$ cat config.mk
export PLATFORM = sky130hd
export DESIGN_NAME = bka_wb_initiator
export DESIGN_NICKNAME = d
export VERILOG_FILES = /design/src/rtl/bka_wb_initiator.sv
export SDC_FILE = /design/constraint.sdc
export NUM_CORES = 1
export LEC_CHECK = 0
export CAP_MARGIN = 10
export CORE_MARGIN = 2
export CORE_UTILIZATION = 55
export DETAILED_ROUTE_END_ITERATION = 8
export DONT_BUFFER_PORTS = 1
export PLACE_DENSITY_LB_ADDON = 0.15
export SETUP_SLACK_MARGIN = 0.02
export SKIP_CTS_REPAIR_TIMING = 1
export SYNTH_ARGS = -nofsm -noshare
export SYNTH_HDL_FRONTEND = slang
export SYNTH_SLANG_ARGS = --single-unit
$ cat constraint.sdc
create_clock -name wb_clk_i -period 4.1 [get_ports wb_clk_i]
set_clock_uncertainty 0.05 [all_clocks]
set_input_delay 0.82 -clock wb_clk_i [delete_from_list [all_inputs] [get_ports wb_clk_i]]
set_output_delay 0.82 -clock wb_clk_i [all_outputs]
set_load 0.03 [all_outputs]
$ cat src/rtl/bka_wb_initiator.sv
// rtl/bka_wb_initiator.sv - Wishbone B4 classic initiator driving the Brent-Kung adder register slave
// Optional: define BKA_INIT_TIMEOUT_EN to abort a bus access after TIMEOUT_CYCLES strobe cycles without ack/err.

module bka_wb_initiator #(
  parameter logic [31:0] BASE_ADDR      = 32'h3000_0000,
  parameter int unsigned TIMEOUT_CYCLES = 255
) (
  input  logic        wb_clk_i,
  input  logic        wb_rst_n_i,
  input  logic        cmd_valid_i,
  output logic        cmd_ready_o,
  input  logic [15:0] cmd_a_i,
  input  logic [15:0] cmd_b_i,
  input  logic        cmd_cin_i,
  output logic        rsp_valid_o,
  input  logic        rsp_ready_i,
  output logic [15:0] rsp_sum_o,
  output logic        rsp_cout_o,
  output logic        rsp_err_o,
  output logic        wbm_cyc_o,
  output logic        wbm_stb_o,
  output logic        wbm_we_o,
  output logic [3:0]  wbm_sel_o,
  output logic [31:0] wbm_adr_o,
  output logic [31:0] wbm_dat_o,
  input  logic [31:0] wbm_dat_i,
  input  logic        wbm_ack_i,
  input  logic        wbm_err_i
);

  typedef enum logic [2:0] {IDLE, WR_OP, WR_CIN, RD_RES, RESP} state_t;

  localparam logic [15:0] TMO_LAST = 16'(TIMEOUT_CYCLES - 1);

  state_t      state_q, state_d;
  logic        cin_q, cin_d;
  logic        cyc_d, we_d;
  logic [31:0] adr_d, dat_d;
  logic [15:0] sum_d;
  logic        cout_d, err_d;
  logic        in_bus, abort, tmo_hit;
  logic        unused_bits;

  assign unused_bits = ^{wbm_dat_i[31:17], TMO_LAST};
  assign in_bus      = (state_q == WR_OP) || (state_q == WR_CIN) || (state_q == RD_RES);
  assign cmd_ready_o = (state_q == IDLE);
  // A bus error beats a simultaneous ack; a timeout only fires when no ack arrived.
  assign abort       = in_bus && (wbm_err_i || (tmo_hit && !wbm_ack_i));

`ifdef BKA_INIT_TIMEOUT_EN
  logic [15:0] tmo_q;
  assign tmo_hit = (tmo_q == TMO_LAST);
  always_ff @(posedge wb_clk_i or negedge wb_rst_n_i) begin
    if (!wb_rst_n_i)                          tmo_q <= '0;
    else if (!in_bus || (state_d != state_q)) tmo_q <= '0;
    else                                      tmo_q <= tmo_q + 16'd1;
  end
`else
  assign tmo_hit = 1'b0;
`endif

  always_comb begin
    state_d = state_q;
    cin_d   = cin_q;
    sum_d   = rsp_sum_o;
    cout_d  = rsp_cout_o;
    err_d   = rsp_err_o;
    case (state_q)
      IDLE:    if (cmd_valid_i) begin
                 cin_d   = cmd_cin_i;
                 state_d = WR_OP;
               end
      WR_OP:   if (wbm_ack_i) state_d = WR_CIN;
      WR_CIN:  if (wbm_ack_i) state_d = RD_RES;
      RD_RES:  if (wbm_ack_i) begin
                 sum_d   = wbm_dat_i[15:0];
                 cout_d  = wbm_dat_i[16];
                 err_d   = 1'b0;
                 state_d = RESP;
               end
      RESP:    if (rsp_ready_i) state_d = IDLE;
      default: state_d = IDLE;
    endcase
    if (abort) begin
      state_d = RESP;
      sum_d   = 16'h0000;
      cout_d  = 1'b0;
      err_d   = 1'b1;
    end

    // Bus outputs are registered, so they are decoded from the state being entered.
    cyc_d = (state_d == WR_OP) || (state_d == WR_CIN) || (state_d == RD_RES);
    we_d  = (state_d == WR_OP) || (state_d == WR_CIN);
    case (state_d)
      WR_OP: begin
        adr_d = BASE_ADDR;
        dat_d = (state_q == IDLE) ? {cmd_b_i, cmd_a_i} : wbm_dat_o;
      end
      WR_CIN: begin
        adr_d = BASE_ADDR + 32'd4;
        dat_d = {31'b0, cin_q};
      end
      RD_RES: begin
        adr_d = BASE_ADDR + 32'd8;
        dat_d = 32'h0;
      end
      default: begin
        adr_d = 32'h0;
        dat_d = 32'h0;
      end
    endcase
  end

  always_ff @(posedge wb_clk_i or negedge wb_rst_n_i) begin
    if (!wb_rst_n_i) begin
      state_q     <= IDLE;
      cin_q       <= 1'b0;
      wbm_cyc_o   <= 1'b0;
      wbm_stb_o   <= 1'b0;
      wbm_we_o    <= 1'b0;
      wbm_sel_o   <= 4'h0;
      wbm_adr_o   <= 32'h0;
      wbm_dat_o   <= 32'h0;
      rsp_valid_o <= 1'b0;
      rsp_sum_o   <= 16'h0;
      rsp_cout_o  <= 1'b0;
      rsp_err_o   <= 1'b0;
    end else begin
      state_q     <= state_d;
      cin_q       <= cin_d;
      wbm_cyc_o   <= cyc_d;
      wbm_stb_o   <= cyc_d;
      wbm_we_o    <= we_d;
      wbm_sel_o   <= cyc_d ? 4'hF : 4'h0;
      wbm_adr_o   <= adr_d;
      wbm_dat_o   <= dat_d;
      rsp_valid_o <= (state_d == RESP);
      rsp_sum_o   <= sum_d;
      rsp_cout_o  <= cout_d;
      rsp_err_o   <= err_d;
    end
  end

endmodule

== Word level (Yosys, flattened, before mapping) ==
Index checks and enable logic that the tools add are counted.
Word-level totals
  output and inout port bits: 91
  register bits: 93
  word-level logic and storage cells: 50
Cells by class
  eq/ne operators: 9
  reductions and logical operators: 10
  muxes and demuxes: 20
Operators by type and width (count)
  $pmux 30 s3: 1
  $pmux 32 s2: 1
  $mux 16: 3
  $mux 32: 1
  $mux 3: 6
  $pmux 3 s5: 1
  $eq 3x2->1 const B: 4
  $eq 3x1->1 const B: 2
  $eq 3x3->1 const B: 2
  $mux 1: 6
  $logic_or 1x1->1: 4
  $mux 4: 1
  $reduce_and 2->1: 2
  $reduce_bool 2->1: 2
  $logic_not 3->1: 1
  $ne 2x2->1 const B: 1
  $logic_and 1x1->1: 1

== Depth between registers and ports, before layout ==
Gate-level depths: netlist of the first run.
  depth after elaboration: 9
  gate-level depth with buffers: 6
  depth with buffers taken out: 4

== Worst setup path after synthesis of the first run ==
Ideal clock, no wire load.
  kind: register to output
  from: register state_q[0]
  to: output port cmd_ready_o
  buffers on the path: 2
  stages on the path, launching flop included: 5
  arrival time: 1.133 ns
  slack: 2.097 ns
  required time: 3.230 ns
  cells stage by stage: dfrtp_1 > or3_1 > buf_2 > inv_6 > buf_6
On the way
  word-level cells in the longest chain between the ends: 1
Ends and longest elaborated chain
  start, declared: line 35  | state_t state_q, state_d;
  start signal, assigned: line 129  | state_q <= state_d;
  $logic_not 3->1: line 46  | assign cmd_ready_o = (state_q == IDLE);
  end, declared: line 11  | output logic cmd_ready_o,
No other way between the ends.

== Worst setup path after layout of the first run ==
Ends and elaborated chain as after synthesis.

==> reports/results.ini, run 1 <==
[floorplanning]
die-area_sq_mm = 0.005603
core_sq_mm = 0.004786
initial_utilization = 0.5770
num_rows = 25
ios = 162
die_h_um = 74.86
die_w_um = 74.86

[worst_setup_path]
crit_arrival_ns = 1.83
cpPeakStageDelay_ns = 0.55
cp_data_required_time_ns = 3.23
critPathTopFamily = flip-flops
worst-path-max-fanout = 33
worstPathCellList = or3_1 -> buf_4 -> inv_6
critPathLaunchType = register
r2r_start = state_q[0]
startpoint = state_q[0]
cp_slowest_cell = dfrtp_1
cp_num_buf_inv = 2
end_kind = primary output
critical_path_class = reg -> out

[global_routing]
grt_pass1_wl_um = 7831
grt_pass1_vias = 1719
antenna_found_initial = 0
grtUsageTotal = 0.1858
grt_max_degree = 61
grt_overflow = 0

[logic_synthesis]
synth_most_common_cell = nand2_1
synth_area_sq_mm = 0.002761
yosysTopAreaCell = dfrtp_1
synth_seq_cells = 60
syn_inst = 295
synthesis.area_per_instance_sq_um = 9.361
yosysSeqAreaShare = 0.5437
ys_top_cells_by_area = dfrtp_1 54%, nand2_1 13%, buf_4 9.5%, a21oi_1 8.9%, buf_2 1.4%
ys_async_sr_fraction = 1.000
synth_common_cells = 96 x nand2_1, 60 x dfrtp_1, 49 x a21oi_1, 35 x buf_4, 8 x buf_2
yosysUniqueCellTypes = 35
ys.flop_type = dfrtp_1
yosys_warnings = 0
synth_top_area_frac = 0.5437
synth_edf_count = 0

[finish]
syn_to_final_growth_pct = 0.9967
n_antenna_cell = 0
layout-drive-gt1-share = 0.08333
final_nets = 354

[place]
place.gp.congestion = 0.7042
portBuffers = 0
dpl.hpwl_um = 3492
place_ws_ns = 1.739

[clock_network]
path_clk_slew_ns = 0.07
cts.sinks = 60
clockBufferDepth = 2
ctsHtreeMaxLevel = 3
cts_tree = done
clock_latency_ns = 0.31
cts_inserted_buffers = 9
cts_root_buffer = clkbuf_8

[drt]
ant_nets = 0
wire_per_inst_um = 14.64
first_pass_iters = 4
drc = 0
vias = 1811
wl_um = 5198
avgViaCountPerCell = 5.101
drtIter0Drc = 82

[min_path]
min_path_type = in -> async

[timing]
timing.final.ws_setup_ns = 1.399
final-hold-violation-count = 0
slew_headroom = 0.4409
worst_pin_slew_ns = 0.8410
rsz0062_at_grt = false
tns_ns = 0
setup_viol = 0
post-route-period-util = 0.6588
fmax_ghz = 0.3702
maxSlewViolCount = 0
period_minus_slack_ns = 2.701

[power_and_ir_drop]
ir_worst_vdd_v = 0.0004289
leakagePower_uw = 0.001303
total_power_uw = 2125
power_density_mw_per_mm2 = 762.0

[job]
maxCapViolCount = 0

[status]
status = complete, no violations

## flip-flops by register name (all words and copies together) (netlist names)
name / count
wbm_we_o: 1
rsp_sum_o: 16
wbm_sel_o: 1
cin_q: 1
wbm_dat_o: 32
wbm_adr_o: 3
rsp_cout_o: 1
rsp_err_o: 1
state_q: 3
rsp_valid_o: 1
## routing by layer
metal | routed length (um) | vias up | track usage
met1 | 2108 | 834 | 0.2349
met4 | 55 | 0 | 0.07738
met3 | 660 | 6 | 0.08166
met2 | 2373 | 97 | 0.2797
li1 | - | 874 | -
met5 | 0 | - | 0
## per-stage QoR
| step | std cells | area, sq um | hold slack [ns] | util |
|---|---|---|---|---|
| after global placement | 339 | 2608 | 0.4629 | 0.5448 |
| after CTS | 355 | 2789 | 0.1240 | 0.5827 |
| after floorplan | 322 | 2863 | 0.4317 | - |
| after global routing | 355 | 2789 | 0.1209 | 0.5827 |
| final | 355 | 2789 | 0.1467 | 0.5827 |
| after detailed placement | 339 | 2608 | 0.4678 | 0.5448 |
## cells in the final DEF (no fill, tap or decap), types with 2 or more instances in the layout
cell	n
a21o_1	2
a21oi_1	49
buf_4	2
clkbuf_1	3
clkbuf_8	12
conb_1	28
dfrtp_1	59
nand2_1	96
nand2b_1	3
nor2_1	3
nor3_1	3
o21a_1	4
## cell families after synthesis
family | synth area share
other | 0.001358
muxes | 0.005436
and+or+nand+nor | 0.1849
AOI/OAI and AO/OA | 0.1282
xor gates and xnor gates | 0.003172
DFF | 0.5437
buffers and inverters | 0.1332
## final timing paths
kind | endpoint | cells past startpoint | slack, ns
worst max-delay path | cmd_ready_o | 3 | 1.40
worst min-delay path | wbm_dat_o[11] | 0 | 0.15
worst max register to register | cin_q | 5 | 2.03
worst min register to register | cin_q | 1 | 0.47
max in group asynchronous | wbm_sel_o[2] | 0 | 3.76
min in group wb_clk_i | cin_q | 1 | 0.47
## layout make-up
class,instances,area (sq um)
fillers,434,1997
inverters,1,8.758
flip-flops and latches,60,1503
multi-input cells,209,997.2
repair buffers,2,15.01
clock inverters,1,5.005
clock buffers,15,176.4
well taps,67,83.83
## worst reg2reg max path, stage by stage (launching register included)
cell     delay, ns
dfrtp_1       0.55
or3_1         0.43
buf_4         0.25
inv_6         0.29
nand2_2       0.11
mux2_4        0.29
## power by group
part | switching (uW) | internal [uW] | leakage, uW
logic | 339 | 153 | 0.000398
registers | 433 | 725 | 0.000811
clock network | 206 | 269 | 0.0000937
total | 978 | 1150 | 0.00130
No activity file was read; power rests on OpenSTA's default activity.
==> run 2, diff against run 1 <==
==> constraint.sdc (replaced) <==
create_clock -name wb_clk_i -period 2.8 [get_ports wb_clk_i]
set_clock_uncertainty 0.05 [all_clocks]
set_input_delay 0.56 -clock wb_clk_i [delete_from_list [all_inputs] [get_ports wb_clk_i]]
set_output_delay 0.56 -clock wb_clk_i [all_outputs]
set_load 0.03 [all_outputs]
==> run 2 against run 1 <==
Effect of this change:
- wire length is 0.27% higher
- final area increased by 0.54%
- combinational power is 51% higher
- non-clock buffer count is 1 higher
- count of clock-buffer cells in the layout shrank 2
- clock power grew 38%
- sequential share of layout area decreased by 0.29 points
- via count increased by 1.4%
- sequential power increased by 47%
- hold slack got worse by 0.096 ns
- largest cell class unchanged
- highest routed layer unchanged
==> reports/results.ini, run 2 (synthesized netlist as in run 1, its figures left out) <==
[place]
place.gp.congestion = 0.7087
portBuffers = 0
place_ws_ns = 0.8784
dpl.hpwl_um = 3467

[finish]
n_antenna_cell = 0
final_cell_mix = 96 x nand2_1, 59 x dfrtp_1, 49 x a21oi_1
layout-drive-gt1-share = 0.08681
largest_reg_flops = 32
reg_top3 = wbm_dat_o (32), rsp_sum_o (16)
final_common_cell = nand2_1
largest-register = wbm_dat_o
final_nets = 355
syn_to_final_growth_pct = 1.541
fin_util = 0.5859

[floorplanning]
initial_utilization = 0.5770
die-area_sq_mm = 0.005603
num_rows = 25
die_h_um = 74.86
die_w_um = 74.86
ios = 162
core_sq_mm = 0.004786

[worst_setup_path]
critical_path_class = reg -> out
cp_slowest_cell = dfrtp_1
end_kind = primary output
worstPathCellList = or3_1 -> inv_6
critPathTopFamily = flip-flops
worst-path-max-fanout = 33
cp_num_buf_inv = 1
critPathLaunchType = register
crit_arrival_ns = 1.65
cpPeakStageDelay_ns = 0.54
cp_data_required_time_ns = 2.19

[timing]
worst_pin_slew_ns = 0.8413
final-hold-violation-count = 0
tns_ns = 0
period_minus_slack_ns = 2.258
fmax_ghz = 0.4428
timing.final.ws_setup_ns = 0.5415
slew_headroom = 0.4407
setup_viol = 0
maxSlewViolCount = 0
post-route-period-util = 0.8066
holdWs_ns = 0.05062
rsz0062_at_grt = false

[clock_network]
ctsHtreeMaxLevel = 3
cts_tree = done
clock_latency_ns = 0.32
clockBufferDepth = 2
cts.sinks = 60
cts_inserted_buffers = 9
path_clk_slew_ns = 0.06
cts_root_buffer = clkbuf_8

[global_routing]
grt_pass1_wl_um = 7803
antenna_found_initial = 0
grtUsageTotal = 0.1877
grt_pass1_vias = 1733
grt_max_degree = 61
grt_overflow = 0

[drt]
vias = 1837
wire_per_inst_um = 14.68
drtIter0Drc = 81
drc = 0
wl_um = 5212
first_pass_iters = 4
avgViaCountPerCell = 5.175
ant_nets = 0

[job]
maxCapViolCount = 0

[power_and_ir_drop]
ir_worst_vdd_v = 0.0007569
power_density_mw_per_mm2 = 1104
leakagePower_uw = 0.001311

[status]
status = complete, no violations

[min_path]
min_path_type = in -> async

[run 2: cell types whose count changed in the layout (fill, tap and decap cells not counted), sizes merged]
cell and change:
buf +1, clkbuf -2, clkinv +1
[run 2: per-layer routing]
layer | share of wire | wire, um | up-vias | GRT usage
met5 | 0 | 0 | - | 0
li1 | - | - | 871 | -
met1 | 0.41 | 2150 | 866 | 0.2252
met3 | 0.13 | 664 | 6 | 0.09639
met4 | 0.012 | 60 | 0 | 0.08929
met2 | 0.45 | 2336 | 94 | 0.2807
[run 2: path summary, 6_finish.rpt]
kind | slack (ns) | cells past startpoint | endpoint | from
hold / removal | 0.05 | 1 | rsp_sum_o[2] | wb_rst_n_i
max in group asynchronous | 2.39 | 1 | wbm_sel_o[2] | wb_rst_n_i
setup / recovery | 0.54 | 2 | cmd_ready_o | state_q[0]
setup reg to reg | 0.93 | 4 | cin_q | state_q[0]
min in group wb_clk_i | 0.31 | 2 | wbm_dat_o[23] | cmd_b_i[7]
hold reg to reg | 0.48 | 1 | cin_q | cin_q
[run 2: cell type report]
type,instances,area [sq um]
clock buffer,13,158.9
clock inverter,2,10.01
fill,446,1982
inverter,1,8.758
multi-input combinational,209,997.2
sequential,60,1503
tap,67,83.83
timing repair buffer,3,42.54
[run 2: power by group]
part	internal (uW)	total [uW]	switching [uW]
clock	362	657	295
sequential	1060	1700	636
combinational	229	741	512
total	1650	3100	1440
[run 2: worst register-to-register path: cells and delay by family (launching register included)]
kind | cells | cell delay [ns]
AND/OR/NAND/NOR | 2 | 0.61
flip-flops | 1 | 0.54
multiplexers | 1 | 0.29
buffers and inverters | 1 | 0.27
[run 2: stage by stage]
stage               total power [uW]  cells  cell area [sq um]
global placement                2431    339               2608
floorplan                       2438    322               2863
finish                          3096    355               2804
global route                    3296    355               2804
detailed placement              2451    339               2608
CTS                             3117    354               2776
==> run 3, diff against run 2 <==
==> constraint.sdc (replaced) <==
create_clock -name wb_clk_i -period 2 [get_ports wb_clk_i]
set_clock_uncertainty 0.05 [all_clocks]
set_input_delay 0.4 -clock wb_clk_i [delete_from_list [all_inputs] [get_ports wb_clk_i]]
set_output_delay 0.4 -clock wb_clk_i [all_outputs]
set_load 0.03 [all_outputs]
==> run 3 against run 2 <==
Effect of this change:
- register-to-register slack got worse by 0.56 ns
- critical path depth did not move
- first-iteration DRC count rose by 1.2%
- flip-flop and latch count did not move
- global-route usage fell by 0.35 points
- sequential power rose by 28%
- die area did not move
- highest routed layer unchanged
==> reports/results.ini, run 3 (synthesized netlist as in run 1, its figures left out) <==
[finish]
final_common_cell = nand2_1
fillers = 408
largest-register = wbm_dat_o
final_nets = 363
regArea_sq_mm = 0.001503
multi_input_area_sq_um = 997.2
largest_reg_flops = 32
layout-drive-gt1-share = 0.1085
final_cell_mix = 96 x nand2_1, 59 x dfrtp_1, 49 x a21oi_1
n_antenna_cell = 0
reg_top3 = wbm_dat_o (32), rsp_sum_o (16)
syn_to_final_growth_pct = 4.576

[drt]
wire_per_inst_um = 14.52
ant_nets = 0
first_pass_iters = 4
avgViaCountPerCell = 5.102
wl_um = 5257
vias = 1847
drc = 0
drtIter0Drc = 82

[power_and_ir_drop]
p_switching_uw = 2042
ir_worst_vdd_v = 0.0007716
swShare = 0.4502
combinationalPowerShare = 0.288
p_clk_frac = 0.232
power_density_mw_per_mm2 = 1571
leakagePower_uw = 0.001360
total_power_uw = 4537
seqPwrFrac = 0.480
intPower_uw = 2494

[clock_network]
cts_tree = done
clockBufferDepth = 2
path_clk_slew_ns = 0.07
cts.sinks = 60
cts_inserted_buffers = 9
ctsHtreeMaxLevel = 3
cts_root_buffer = clkbuf_8
clock_latency_ns = 0.32

[timing]
holdWs_ns = 0.1481
worst_pin_slew_ns = 0.5258
tns_ns = 0
slew_headroom = 0.6497
fmax_ghz = 0.5362
setup_viol = 0
rsz0062_at_grt = false
period_minus_slack_ns = 1.865
maxSlewViolCount = 0
timing.final.ws_setup_ns = 0.1349
post-route-period-util = 0.9326
final-hold-violation-count = 0

[floorplanning]
die-area_sq_mm = 0.005603
die_h_um = 74.86
die_w_um = 74.86
core_sq_mm = 0.004786
num_rows = 25
ios = 162
initial_utilization = 0.5770

[worst_setup_path]
worst-path-max-fanout = 33
critPathLaunchType = register
cp_slowest_cell = or3_1
crit_arrival_ns = 1.42
cpPeakStageDelay_ns = 0.45
end_kind = primary output
critPathTopFamily = simple AND/OR/NAND/NOR gates
worstPathCellList = or3_1 -> inv_6
cp_data_required_time_ns = 1.55
cp_num_buf_inv = 1
critical_path_class = reg -> out

[global_routing]
grt_pass1_wl_um = 7665
grt_pass1_vias = 1662
grt_max_degree = 61
grt_overflow = 0
antenna_found_initial = 0
grtUsageTotal = 0.1842

[place]
dpl.hpwl_um = 3561
place_ws_ns = 0.3538
place.gp.congestion = 0.7024
portBuffers = 0

[min_path]
min_path_type = in -> reg

[status]
status = complete, no violations

[job]
maxCapViolCount = 0

run 3: cell types whose count changed in the layout (fill, tap and decap cells not counted):
cell,before,now
dlygate4sd3_1,0,1
clkbuf_1,2,1
clkinv_2,2,1
bufinv_16,0,1
buf_4,2,9
run 3: metal layers:
layer	share of wire	GRT usage	wire [um]	up-vias
li1	-	-	-	889
met1	0.39	0.2188	2066	857
met2	0.46	0.2768	2433	95
met3	0.13	0.1071	691	6
met4	0.012	0.07143	65	0
met5	0	0	0	-
run 3: power groups by stage:
stage               clock network (uW)  logic, uW  registers (uW)
floorplan                            0       1250            2160
global placement                     0       1270            2200
detailed placement                   0       1300            2200
CTS                               1080       1300            2180
global route                      1140       1460            2210
finish                            1050       1310            2180
run 3: metrics by stage:
step	area (sq um)	utilization	instances
global route	2888	0.6034	362
CTS	2850	0.5956	360
floorplan	2863	-	322
finish	2888	0.6034	362
global placement	2660	0.5558	346
detailed placement	2660	0.5558	346
run 3: worst paths after layout:
| path | from | endpoint | slack, ns | cells after the start |
|---|---|---|---|---|
| worst max-delay path | state_q[0] | cmd_ready_o | 0.13 | 2 |
| worst min-delay path | cmd_a_i[6] | wbm_dat_o[6] | 0.15 | 2 |
| worst max register to register | state_q[0] | cin_q | 0.37 | 4 |
| worst min register to register | cin_q | cin_q | 0.48 | 1 |
| max in group asynchronous | wb_rst_n_i | wbm_sel_o[2] | 1.08 | 2 |
| min in group asynchronous | wb_rst_n_i | rsp_sum_o[1] | 0.58 | 2 |
run 3: layout make-up:
type,instances,share of cell area
timing repair buffer,11,0.03640
sequential,60,0.5204
clock buffer,12,0.05373
clock inverter,2,0.01213
inverter,1,0.003033
multi-input combinational,209,0.3453
tap,67,0.02903
run 3: worst register-to-register path: stages (launching register included):
cell and delay (ns):
dfrtp_1 0.37, or3_1 0.45, inv_6 0.26, nand2_2 0.10
mux2_4 0.30
